`src/rtl/usb_data_buffer.sv`:
```
// Shared byte FIFO between the USB receiver/transmitter and the AHB-lite slave.
// One storage array, one pair of wrapping pointers, registered read ports and sticky error flags.
module usb_data_buffer #(
  parameter int DEPTH = 64,
  parameter int OCC_W = 7
) (
  input  logic             clk,
  input  logic             rst,
  input  logic             flush,
  input  logic             clear,
  input  logic             store_rx_packet_data,
  input  logic [7:0]       rx_packet_data,
  input  logic             store_tx_data,
  input  logic [7:0]       tx_data,
  input  logic             get_rx_data,
  output logic [7:0]       rx_data,
  input  logic             get_tx_packet_data,
  output logic [7:0]       tx_packet_data,
  output logic [OCC_W-1:0] buffer_occupancy,
  output logic             overflow_err,
  output logic             underflow_err
);

  localparam int AW = (DEPTH > 1) ? $clog2(DEPTH) : 1;
  localparam int PW = AW + 1;
  localparam logic [PW-1:0] FULL_CNT = PW'(DEPTH);
  localparam logic [PW-1:0] PTR_ONE  = PW'(1);

  logic [7:0]       mem_q [DEPTH];

  logic [PW-1:0]    wptr_q, wptr_d;
  logic [PW-1:0]    rptr_q, rptr_d;
  logic [OCC_W-1:0] occ_q, occ_d;
  logic [7:0]       rx_data_q, rx_data_d;
  logic [7:0]       tx_pkt_q, tx_pkt_d;
  logic             ovf_q, ovf_d;
  logic             unf_q, unf_d;

  logic [PW-1:0]    count_s;
  logic             empty_s, full_s, empty_req_s;
  logic             wr_s, rd_s, rd_ok_s, wr_ok_s, wr_collide_s, mem_we_s;
  logic [7:0]       wr_byte_s, head_s;

  // Request decode and acceptance; a read on a full buffer frees the slot a same-cycle write uses.
  always_comb begin
    count_s      = wptr_q - rptr_q;
    empty_s      = (count_s == {PW{1'b0}});
    full_s       = (count_s == FULL_CNT);
    empty_req_s  = flush | clear;
    wr_s         = store_rx_packet_data | store_tx_data;
    rd_s         = get_rx_data | get_tx_packet_data;
    wr_collide_s = store_rx_packet_data & store_tx_data;
    rd_ok_s      = rd_s & ~empty_s;
    wr_ok_s      = wr_s & (~full_s | rd_ok_s);
    mem_we_s     = wr_ok_s & ~empty_req_s;
    head_s       = mem_q[rptr_q[AW-1:0]];
    if (store_rx_packet_data) begin
      wr_byte_s = rx_packet_data;
    end else begin
      wr_byte_s = tx_data;
    end
  end

  // Next-state for pointers, occupancy, read ports and sticky errors.
  always_comb begin
    wptr_d    = wptr_q;
    rptr_d    = rptr_q;
    rx_data_d = rx_data_q;
    tx_pkt_d  = tx_pkt_q;
    ovf_d     = ovf_q;
    unf_d     = unf_q;
    if (empty_req_s) begin
      wptr_d    = {PW{1'b0}};
      rptr_d    = {PW{1'b0}};
      rx_data_d = 8'h00;
      tx_pkt_d  = 8'h00;
      ovf_d     = 1'b0;
      unf_d     = 1'b0;
    end else begin
      if (wr_ok_s) begin
        wptr_d = wptr_q + PTR_ONE;
      end else begin
        wptr_d = wptr_q;
      end
      if (rd_ok_s) begin
        rptr_d = rptr_q + PTR_ONE;
        if (get_rx_data) begin
          rx_data_d = head_s;
        end else begin
          rx_data_d = rx_data_q;
        end
        if (get_tx_packet_data) begin
          tx_pkt_d = head_s;
        end else begin
          tx_pkt_d = tx_pkt_q;
        end
      end else begin
        rptr_d = rptr_q;
      end
      ovf_d = ovf_q | wr_collide_s | (wr_s & ~wr_ok_s);
      unf_d = unf_q | (rd_s & empty_s);
    end
    occ_d = OCC_W'(wptr_d - rptr_d);
  end

  // State registers; storage array is deliberately left out of reset.
  always_ff @(posedge clk or posedge rst) begin
    if (rst) begin
      wptr_q    <= {PW{1'b0}};
      rptr_q    <= {PW{1'b0}};
      occ_q     <= {OCC_W{1'b0}};
      rx_data_q <= 8'h00;
      tx_pkt_q  <= 8'h00;
      ovf_q     <= 1'b0;
      unf_q     <= 1'b0;
    end else begin
      wptr_q    <= wptr_d;
      rptr_q    <= rptr_d;
      occ_q     <= occ_d;
      rx_data_q <= rx_data_d;
      tx_pkt_q  <= tx_pkt_d;
      ovf_q     <= ovf_d;
      unf_q     <= unf_d;
    end
  end

  // Byte storage write port.
  always_ff @(posedge clk) begin
    if (mem_we_s) begin
      mem_q[wptr_q[AW-1:0]] <= wr_byte_s;
    end
  end

  assign rx_data          = rx_data_q;
  assign tx_packet_data   = tx_pkt_q;
  assign buffer_occupancy = occ_q;
  assign overflow_err     = ovf_q;
  assign underflow_err    = unf_q;

endmodule

```
`config.mk`:
```
export PLATFORM = sky130hd
export DESIGN_NAME = usb_data_buffer
export DESIGN_NICKNAME = d
export VERILOG_FILES = /design/src/rtl/usb_data_buffer.sv
export SDC_FILE = /design/constraint.sdc
export NUM_CORES = 1
export LEC_CHECK = 0
export ABC_AREA = 1
export ABC_CLOCK_PERIOD_IN_PS = 3400
export CORE_AREA = 2 2 206 208
export CTS_CLUSTER_DIAMETER = 30
export DETAILED_ROUTE_END_ITERATION = 16
export DIE_AREA = 0 0 208 210
export PLACE_DENSITY = 0.75
export SYNTH_ARGS = -nofsm -noshare
export SYNTH_HDL_FRONTEND = slang
export SYNTH_SLANG_ARGS = --single-unit
```
`constraint.sdc`:
```
create_clock -name clk -period 3.4 [get_ports clk]
set_clock_uncertainty 0.05 [all_clocks]
set_input_delay 0.51 -clock clk [delete_from_list [all_inputs] [get_ports clk]]
set_output_delay 0.51 -clock clk [all_outputs]
set_load 0.03 [all_outputs]
```
After elaboration in Yosys (flattened, before gate mapping)
Memories as Yosys holds them, arrays and structs flattened.
Index checks and enable logic that the tools add are counted.
{ "totals": {"regBits": 39, "ramBits": 512, "input_bits": 24, "output_inout_bits": 25, "word_cells": 51, "n_memories": 1} }
{ "op_classes": {"add_sub_neg": 4, "eq_ne": 1, "n_mux": 15, "bitwise": 17, "reduce_logical": 6} }
{ "memory_table": {"columns": ["memory", "depth", "width", "rd", "rd_ports_with_merged_regs", "write_ports", "line_no", "rtl"], "rows": [
  ["mem_q", 64, 8, 1, 0, 1, "29", "logic [7:0] mem_q [DEPTH];"]
]} }
{ "op_table": {"columns": ["op", "count"], "rows": [
  ["$mux 8", 7],
  ["$mux 7", 4],
  ["$add 7x1->7 const B", 2],
  ["$sub 7x7->7", 2],
  ["$eq 7x7->1 const B", 1],
  ["$logic_not 7->1", 1],
  ["$or 1x1->1", 7],
  ["$and 1x1->1", 6],
  ["$reduce_bool 2->1", 3],
  ["$mux 1", 4],
  ["$not 1->1", 4],
  ["$reduce_and 2->1", 2]
]} }

Depth between registers and ports, before layout
Gate-level depths: netlist (run 1).
{ "logic_depth": {"word_depth": 10, "mapped_depth": 29, "ltp_nobuf": 27} }

Worst setup path before layout (run 1)
Ideal clock, no wire load.
{ "synth_timing": {"path_type": "flip-flop to flip-flop", "startpoint": "register rptr_q[2]", "endpoint": "register occ_q[6], in the netlist buffer_occupancy[6]", "setup_ns": 0.116, "t_arrival_ns": 3.487, "required_ns": 3.234, "setup_slack_ns": -0.253, "stages_incl_launch_ff": 27, "path_buffers": 2, "synth_period_minus_slack_ns": 3.653, "cell_sequence": "dfrtp_1 > buf_2 > inv_1 > clkbuf_1 > ha_1 > a21oi_1 > nand2_1 > nand2_1 > nand2_1 > nor3_2 > nand3_4 > nand2_8 > inv_2 > nor2_1 > nor3_2 > inv_2 > ha_1 > inv_1 > fa_1 > nand3_1 > nand2_1 > a21oi_1 > inv_1 > a21oi_1 > inv_1 > nand2_1 > nand2_1"} }
{ "synth_via": {"elab_chain_len": 9, "word_cells_on_any_way": 14, "classes_between": "add/sub (3); eq/ne (1); mux (4); bitwise (5); reduce/logical (1)"} }
{ "synth_lines": {"columns": ["element", "line_no", "rtl"], "rows": [
  ["from (decl)", "32", "logic [PW-1:0] rptr_q, rptr_d;"],
  ["from (signal assigned)", "110", "rptr_q <= {PW{1'b0}};"],
  ["from (signal assigned)", "118", "rptr_q <= rptr_d;"],
  ["$sub 7x7->7 *", "46", "count_s = wptr_q - rptr_q;"],
  ["$logic_not 7->1", "47", "empty_s = (count_s == {PW{1'b0}});"],
  ["$not 1->1", "53", "rd_ok_s = rd_s & ~empty_s;"],
  ["$and 1x1->1", "53", null],
  ["$or 1x1->1 *", "54", "wr_ok_s = wr_s & (~full_s | rd_ok_s);"],
  ["$and 1x1->1 *", "54", null],
  ["$mux 7 *", "80", "if (wr_ok_s) begin"],
  ["$mux 7 *", "72", "if (empty_req_s) begin"],
  ["named net wptr_d[0]", "31", "logic [PW-1:0] wptr_q, wptr_d;"],
  ["$sub 7x7->7 *", "103", "occ_d = OCC_W'(wptr_d - rptr_d);"],
  ["named net occ_d[6]", "33", "logic [OCC_W-1:0] occ_q, occ_d;"],
  ["to (signal assigned)", "111", "occ_q <= {OCC_W{1'b0}};"],
  ["to (decl)", "33", null]
]} }
Mark *: on every way through the listed nets, which the timed path passes. The rest lies on a longest branch.
A chain may end at the register's enable or synchronous reset.

Final worst setup path (run 1)
Same ends and word-level chain as after synthesis.

==> results of run 1 <==
power by group:
group | internal [mW] | leakage [nW] | switching [mW] | total, mW
combinational | 0.548 | 3.14 | 1.27 | 1.81
sequential | 7.53 | 5.13 | 0.0276 | 7.55
clock | 5.73 | 1.48 | 3.39 | 9.13
cells in the final DEF, fill, tap and decap left out, drive strengths merged, types with 31 or more instances in the layout:
cell,Yosys,final
buf,59,126
dfrtp,39,39
clkbuf,52,99
o211ai,31,31
o221ai,33,33
edfxtp,512,512
nand2,142,142
o22ai,72,72
nand3,112,112
inv,57,75
a21oi,32,32
clkdlybuf4s50,0,48
nor2,364,364
o21ai,266,266
critical path: cells and delay by family (launching register included):
family	cells	cell delay (ns)
flops	1	0.36
simple gates	11	0.93
buf+inv	5	0.46
fa+ha+maj	2	0.75
compound gates	4	0.65
per-layer routing:
metal  wire [µm]  GRT usage  up-vias
met5           0          0        -
met4        2340      0.118        0
met3        6270     0.0638      177
met2       29100      0.431      997
met1       22800      0.368     7817
li1            -          -     7080
registers in the layout, indices dropped and copies added, names as in the netlist:
name              count
buffer_occupancy      7
overflow_err          1
underflow_err         1
rx_data               8
rptr_q                7
wptr_q                7
tx_packet_data        8
mem_q               512
per-stage QoR:
stage | hold WS [ns] | setup WS [ns] | instance area (µm²)
finish | 0.276 | 0.0849 | 27800
global route | 0.357 | -0.158 | 27800
detailed placement | 0.429 | 0.00179 | 24500
floorplan | 0.518 | 0.00962 | 23000
CTS | 0.277 | 0.0353 | 27600
global placement | 0.422 | 0.0445 | 24500
cell usage after synthesis (all sizes together):
master / n / area (µm²)
a21oi: 32 / 160
and3: 1 / 6.26
buf: 59 / 408
clkbuf: 52 / 196
dfrtp: 39 / 976
edfxtp: 512 / 15400
fa: 1 / 20.0
ha: 14 / 175
inv: 57 / 214
mux2: 8 / 90.1
nand2: 142 / 589
nand3: 112 / 583
nand4: 24 / 255
nor2: 364 / 1430
nor3: 7 / 45.0
o211ai: 31 / 233
o21a: 2 / 15.0
o21ai: 266 / 1340
o221ai: 33 / 289
o22ai: 72 / 450
xnor2: 1 / 8.76
xor2: 7 / 61.3
final timing paths:
| path | slack, ns | to | depth (start not counted) |
|---|---|---|---|
| min reg2reg | 0.44 | underflow_err$_DFF_PP0_ | 1 |
| min | 0.28 | buffer_occupancy[4]$_DFF_PP0_ | 3 |
| max reg2reg | 0.08 | buffer_occupancy[6]$_DFF_PP0_ | 22 |
| max | 0.08 | buffer_occupancy[6]$_DFF_PP0_ | 22 |
| max in group asynchronous | 2.61 | rptr_q[1]$_DFF_PP0_ | 3 |
| min in group clk | 0.44 | underflow_err$_DFF_PP0_ | 1 |
timing repair:
action / in CTS / in global routing
buffers inserted: 0 / 13
endpoints found under the setup margin: 0 / 3
resized for setup: 0 / 43
hold endpoints to repair: 0 / 0
kinds of logic (layout without fill, tap and decap cells):
group	Yosys count	in the layout	synth area share
buffers and inverters	168	400	0.0357
xor gates and xnor gates	8	8	0.00306
adders and majority gates	15	15	0.00852
AOI/OAI and AO/OA	436	436	0.108
and+or+nand+nor	650	650	0.127
DFF	551	551	0.714
muxes	8	8	0.00393
area by class of cell:
cell class,instances,area [µm²],share of cell area
tap,539,674,0.0242
clock buffer,99,2400,0.0863
multi-input combinational,1117,5950,0.214
sequential,551,16400,0.588
timing repair buffer,174,1520,0.0547
clock inverter,70,701,0.0252
inverter,57,224,0.00805
==> results.json, run 1 <==
{
  "postCtsHoldBufs": 0,
  "critPathSlowestCell": "sky130_fd_sc_hd__fa_2",
  "grt_setup_unrepaired": "yes",
  "drc": 0,
  "route.antenna.remaining_nets": 0,
  "drv_cap": 0,
  "final.period_utilization": 0.975,
  "place_inst": 2425,
  "placement.io_buffers": 48,
  "die_area_mm2": 0.0437,
  "tritoncts": "built",
  "final_net_count": 2030,
  "worst_pin_slew_ns": 1.03,
  "p_leak_nw": 9.74,
  "gp_congestion": 0.861,
  "tns_ns": 0,
  "worstReg2RegStart": "rptr_q[2]$_DFF_PP0_",
  "worst_setup_path_startpoint": "rptr_q[2]$_DFF_PP0_",
  "dieHeight_um": 210,
  "rows": 75,
  "synth_fp_nets": 1875,
  "syn2layout_area_growth_pct": 21.5,
  "drt-pass1-iter-count": 6,
  "post-route-util": 0.671,
  "die-width_um": 208,
  "hold_path.class": "in2async",
  "detail_route.vias_per_cell": 6.16,
  "cp_cell_sequence": "inv_2, ha_4, nand2_2, nor2_2, nand2_4, nand4_1, nand2_4, buf_4, nand3_4, nand2_8, buf_8, o21ai_0, a21oi_2, fa_2, nand3_2, nand2_2, a21oi_2, inv_1, a21oi_2, inv_1, nand2_1, nand2_1",
  "setup_violations": 0,
  "pins_over_slew_limit": 0,
  "globalRouteTotalUtil": 0.273,
  "first_pass_grt_wire_length_um": 91100,
  "yosys.cell_types.count": 40,
  "num-fill-cells": 2786,
  "required_ns": 3.86,
  "syn_avg_cell_area_um2": 12.5,
  "initial_core_utilization": 0.552,
  "irDropWorstVdd_v": 0.000733,
  "fin_cells": 2607,
  "core_area_mm2": 0.0415,
  "syn_area_mm2": 0.0229,
  "postSynthCellCount": 1836,
  "layout_min_cycle_time_ns": 3.32,
  "globalRoute.totalOverflow": 0,
  "synth-warning-count": 0,
  "synth-seq-area-share": 0.714,
  "relSlewSlack": 0.314,
  "power_density_mw_per_mm2": 664,
  "worst_path_largest_cell_delay_ns": 0.44,
  "hold_viol": 0,
  "cts.reportedPaths.clkPinSlew_ns": 0.05,
  "timing.critical_path.to_type": "flop",
  "wl_um": 60500,
  "nature_of_the_critical_path_startpoint": "flop",
  "maxClockFrequency_ghz": 0.302,
  "critPathKind": "reg2reg",
  "layout_cell_share_with_drive_strength_beyond_1": 0.181,
  "cp_common_cell": "sky130_fd_sc_hd__a21oi_2",
  "ys_ff_latch": 551,
  "clock_tree.htree_level_count": 3,
  "routed-via-count": 16100,
  "ctsLongestPathBuffers": 3,
  "total_power_draw_mw": 18.5,
  "initial_antenna_violation_count": 0,
  "timing.critical_path.fanout_max": 7,
  "clock_latency_ns": 0.62,
  "outcome": "finished clean",
  "wire_per_inst_um": 23.2,
  "first_global_vias": 15700,
  "cts_inserted_buffers": 90,
  "antenna_cells": 0,
  "maximum_number_of_pins_on_one_net_before_global_route_repair": 214,
  "io_pins": 49,
  "dp.final_hpwl_um": 33000,
  "worst_ep_arrival_time_ns": 3.77,
  "drt-initial-drc-count": 1999,
  "clock-root-buffer": "sky130_fd_sc_hd__clkbuf_16",
  "tritoncts_num_sinks": 551
}
(Power assumes the default switching activity.)
==> run 2: changes to the inputs <==
--- a/config.mk
+++ b/config.mk
@@ -7,11 +7,12 @@
 export LEC_CHECK = 0
 export ABC_AREA = 1
 export ABC_CLOCK_PERIOD_IN_PS = 3400
-export CORE_AREA = 2 2 206 208
+export CORE_AREA = 2 2 202 204
+export CTS_BUF_LIST = sky130_fd_sc_hd__clkbuf_4
 export CTS_CLUSTER_DIAMETER = 30
 export DETAILED_ROUTE_END_ITERATION = 16
-export DIE_AREA = 0 0 208 210
-export PLACE_DENSITY = 0.75
+export DIE_AREA = 0 0 204 206
+export PLACE_DENSITY = 0.78
 export SYNTH_ARGS = -nofsm -noshare
 export SYNTH_HDL_FRONTEND = slang
 export SYNTH_SLANG_ARGS = --single-unit
==> results.json, run 2 (synthesis results as in run 1) <==
{
  "outcome": "finished clean",
  "cts.reportedPaths.clkPinSlew_ns": 0.06,
  "clock-root-buffer": "sky130_fd_sc_hd__clkbuf_4",
  "post-place-ws_ns": -0.00955,
  "placement.io_buffers": 48,
  "timing.critical_path.fanout_max": 5,
  "clock_latency_ns": 0.85,
  "drt-pass1-iter-count": 6,
  "rows": 74,
  "tns_ns": 0,
  "nature_of_the_critical_path_startpoint": "flop",
  "grt_setup_unrepaired": "yes",
  "worst_ep_arrival_time_ns": 3.93,
  "hold_ws_ns": 0.141,
  "drt-initial-drc-count": 1981,
  "p_leak_nw": 9.28,
  "worstReg2RegEnd": "buffer_occupancy[6]$_DFF_PP0_",
  "setup_violations": 0,
  "wl_um": 58800,
  "final.period_utilization": 0.961,
  "gp_congestion": 0.891,
  "drc": 0,
  "initial_core_utilization": 0.570,
  "cts_inserted_buffers": 139,
  "die_area_mm2": 0.0420,
  "worst_pin_slew_ns": 1.06,
  "final_net_count": 2079,
  "hold_path.class": "in2async",
  "crit_end": "buffer_occupancy[6]$_DFF_PP0_",
  "worstReg2RegStart": "wptr_q[0]$_DFF_PP0_",
  "route.antenna.remaining_nets": 0,
  "clock_tree.htree_level_count": 4,
  "r2r_cells": 26,
  "postCtsHoldBufs": 0,
  "syn2layout_area_growth_pct": 15.5,
  "mostFrequentLayoutCells": "512 x sky130_fd_sc_hd__edfxtp_1, 353 x sky130_fd_sc_hd__nor2_1, 245 x sky130_fd_sc_hd__o21ai_0",
  "final_critical_path_setup_slack_ns": 0.132,
  "die-width_um": 204,
  "internal_reg_to_reg_setup_slack_ns": 0.13,
  "layout_min_cycle_time_ns": 3.27,
  "dp.final_hpwl_um": 33500,
  "required_ns": 4.06,
  "largest_register_ffs": 512,
  "post-route-util": 0.659,
  "relSlewSlack": 0.291,
  "initial_antenna_violation_count": 2,
  "ctsLongestPathBuffers": 3,
  "detail_route.vias_per_cell": 6.05,
  "timing.critical_path.to_type": "flop",
  "routed-via-count": 16100,
  "maxClockFrequency_ghz": 0.306,
  "first_pass_grt_wire_length_um": 88200,
  "power_density_mw_per_mm2": 570,
  "tritoncts": "built",
  "io_pins": 49,
  "fin_cells": 2660,
  "place_inst": 2418,
  "irDropWorstVdd_v": 0.000422,
  "pins_over_slew_limit": 0,
  "layout_cell_share_with_drive_strength_beyond_1": 0.199,
  "layout_commonest_cell": "sky130_fd_sc_hd__edfxtp_1",
  "maximum_number_of_pins_on_one_net_before_global_route_repair": 96,
  "dieHeight_um": 206,
  "globalRouteTotalUtil": 0.281,
  "critPathKind": "reg2reg",
  "first_global_vias": 15900,
  "wire_per_inst_um": 22.1,
  "tritoncts_num_sinks": 551,
  "drv_cap": 0,
  "core_area_mm2": 0.0402,
  "worst_setup_path_startpoint": "wptr_q[0]$_DFF_PP0_",
  "globalRoute.totalOverflow": 0,
  "hold_viol": 0
}
## run 2: layout make-up
cell class / instances / area (µm²)
antenna: 2 / 5.00
clock buffer: 191 / 1430
clock inverter: 36 / 357
multi-input combinational: 1117 / 5960
tap: 532 / 666
timing repair buffer: 174 / 1460
sequential: 551 / 16400
fill: 2879 / 13700
inverter: 57 / 224
## run 2: worst min path at each step
stage	depth (start not counted)	from	to	slack [ns]
4_1_cts	2	rst	rptr_q[6]$_DFF_PP0_	0.13
2_1_floorplan	2	wptr_q[6]$_DFF_PP0_	wptr_q[6]$_DFF_PP0_	0.52
5_1_grt	2	rst	rptr_q[6]$_DFF_PP0_	0.20
6_report	2	rst	rptr_q[6]$_DFF_PP0_	0.14
3_3_place_gp	1	underflow_err$_DFF_PP0_	underflow_err$_DFF_PP0_	0.42
3_5_place_dp	1	underflow_err$_DFF_PP0_	underflow_err$_DFF_PP0_	0.44
## run 2: worst max-delay path: stages (launching register included)
cell and delay [ns]:
sky130_fd_sc_hd__dfrtp_1 0.43, sky130_fd_sc_hd__inv_2 0.07, sky130_fd_sc_hd__ha_1 0.20, sky130_fd_sc_hd__inv_2 0.10
sky130_fd_sc_hd__nand2_4 0.07, sky130_fd_sc_hd__nand2_4 0.08, sky130_fd_sc_hd__nand2_1 0.08, sky130_fd_sc_hd__nand3_2 0.10
sky130_fd_sc_hd__inv_1 0.06, sky130_fd_sc_hd__nand2_2 0.08, sky130_fd_sc_hd__nor2_4 0.04, sky130_fd_sc_hd__nand2_4 0.08
sky130_fd_sc_hd__nand2_4 0.08, sky130_fd_sc_hd__inv_2 0.07, sky130_fd_sc_hd__nor2_1 0.06, sky130_fd_sc_hd__nor3_4 0.25
sky130_fd_sc_hd__ha_2 0.20, sky130_fd_sc_hd__inv_2 0.04, sky130_fd_sc_hd__fa_2 0.37, sky130_fd_sc_hd__nand3_2 0.08
sky130_fd_sc_hd__nand2_2 0.07, sky130_fd_sc_hd__a21oi_2 0.13, sky130_fd_sc_hd__inv_1 0.06, sky130_fd_sc_hd__a21oi_2 0.15
sky130_fd_sc_hd__inv_1 0.05, sky130_fd_sc_hd__nand2_1 0.06, sky130_fd_sc_hd__nand2_1 0.05
## run 2: report_power, final
group	total (mW)	internal (mW)	leakage (nW)	switching, mW
sequential	7.54	7.52	5.13	0.0270
clock	5.75	3.18	1.04	2.57
combinational	1.79	0.543	3.12	1.25
total	15.1	11.2	9.28	3.85
## run 2: per-layer routing
layer,up-vias,global-route usage,part of all wire
li1,7226,-,-
met1,7665,0.366,0.36
met2,1054,0.450,0.48
met3,155,0.0746,0.12
met4,0,0.120,0.036
met5,-,0,0
## run 2: per-stage QoR
stage / power (mW) / area (µm²)
floorplan: 8.79 / 23000
global route: 15.6 / 26500
detailed placement: 9.35 / 24400
CTS: 15.0 / 26200
finish: 15.1 / 26500
global placement: 9.30 / 24400
## run 2: what timing repair did
| item | 4_1_cts | 5_1_grt |
|---|---|---|
| setup endpoints to repair | 0 | 4 |
| gates resized for setup | 0 | 49 |
| buffers inserted | 0 | 13 |
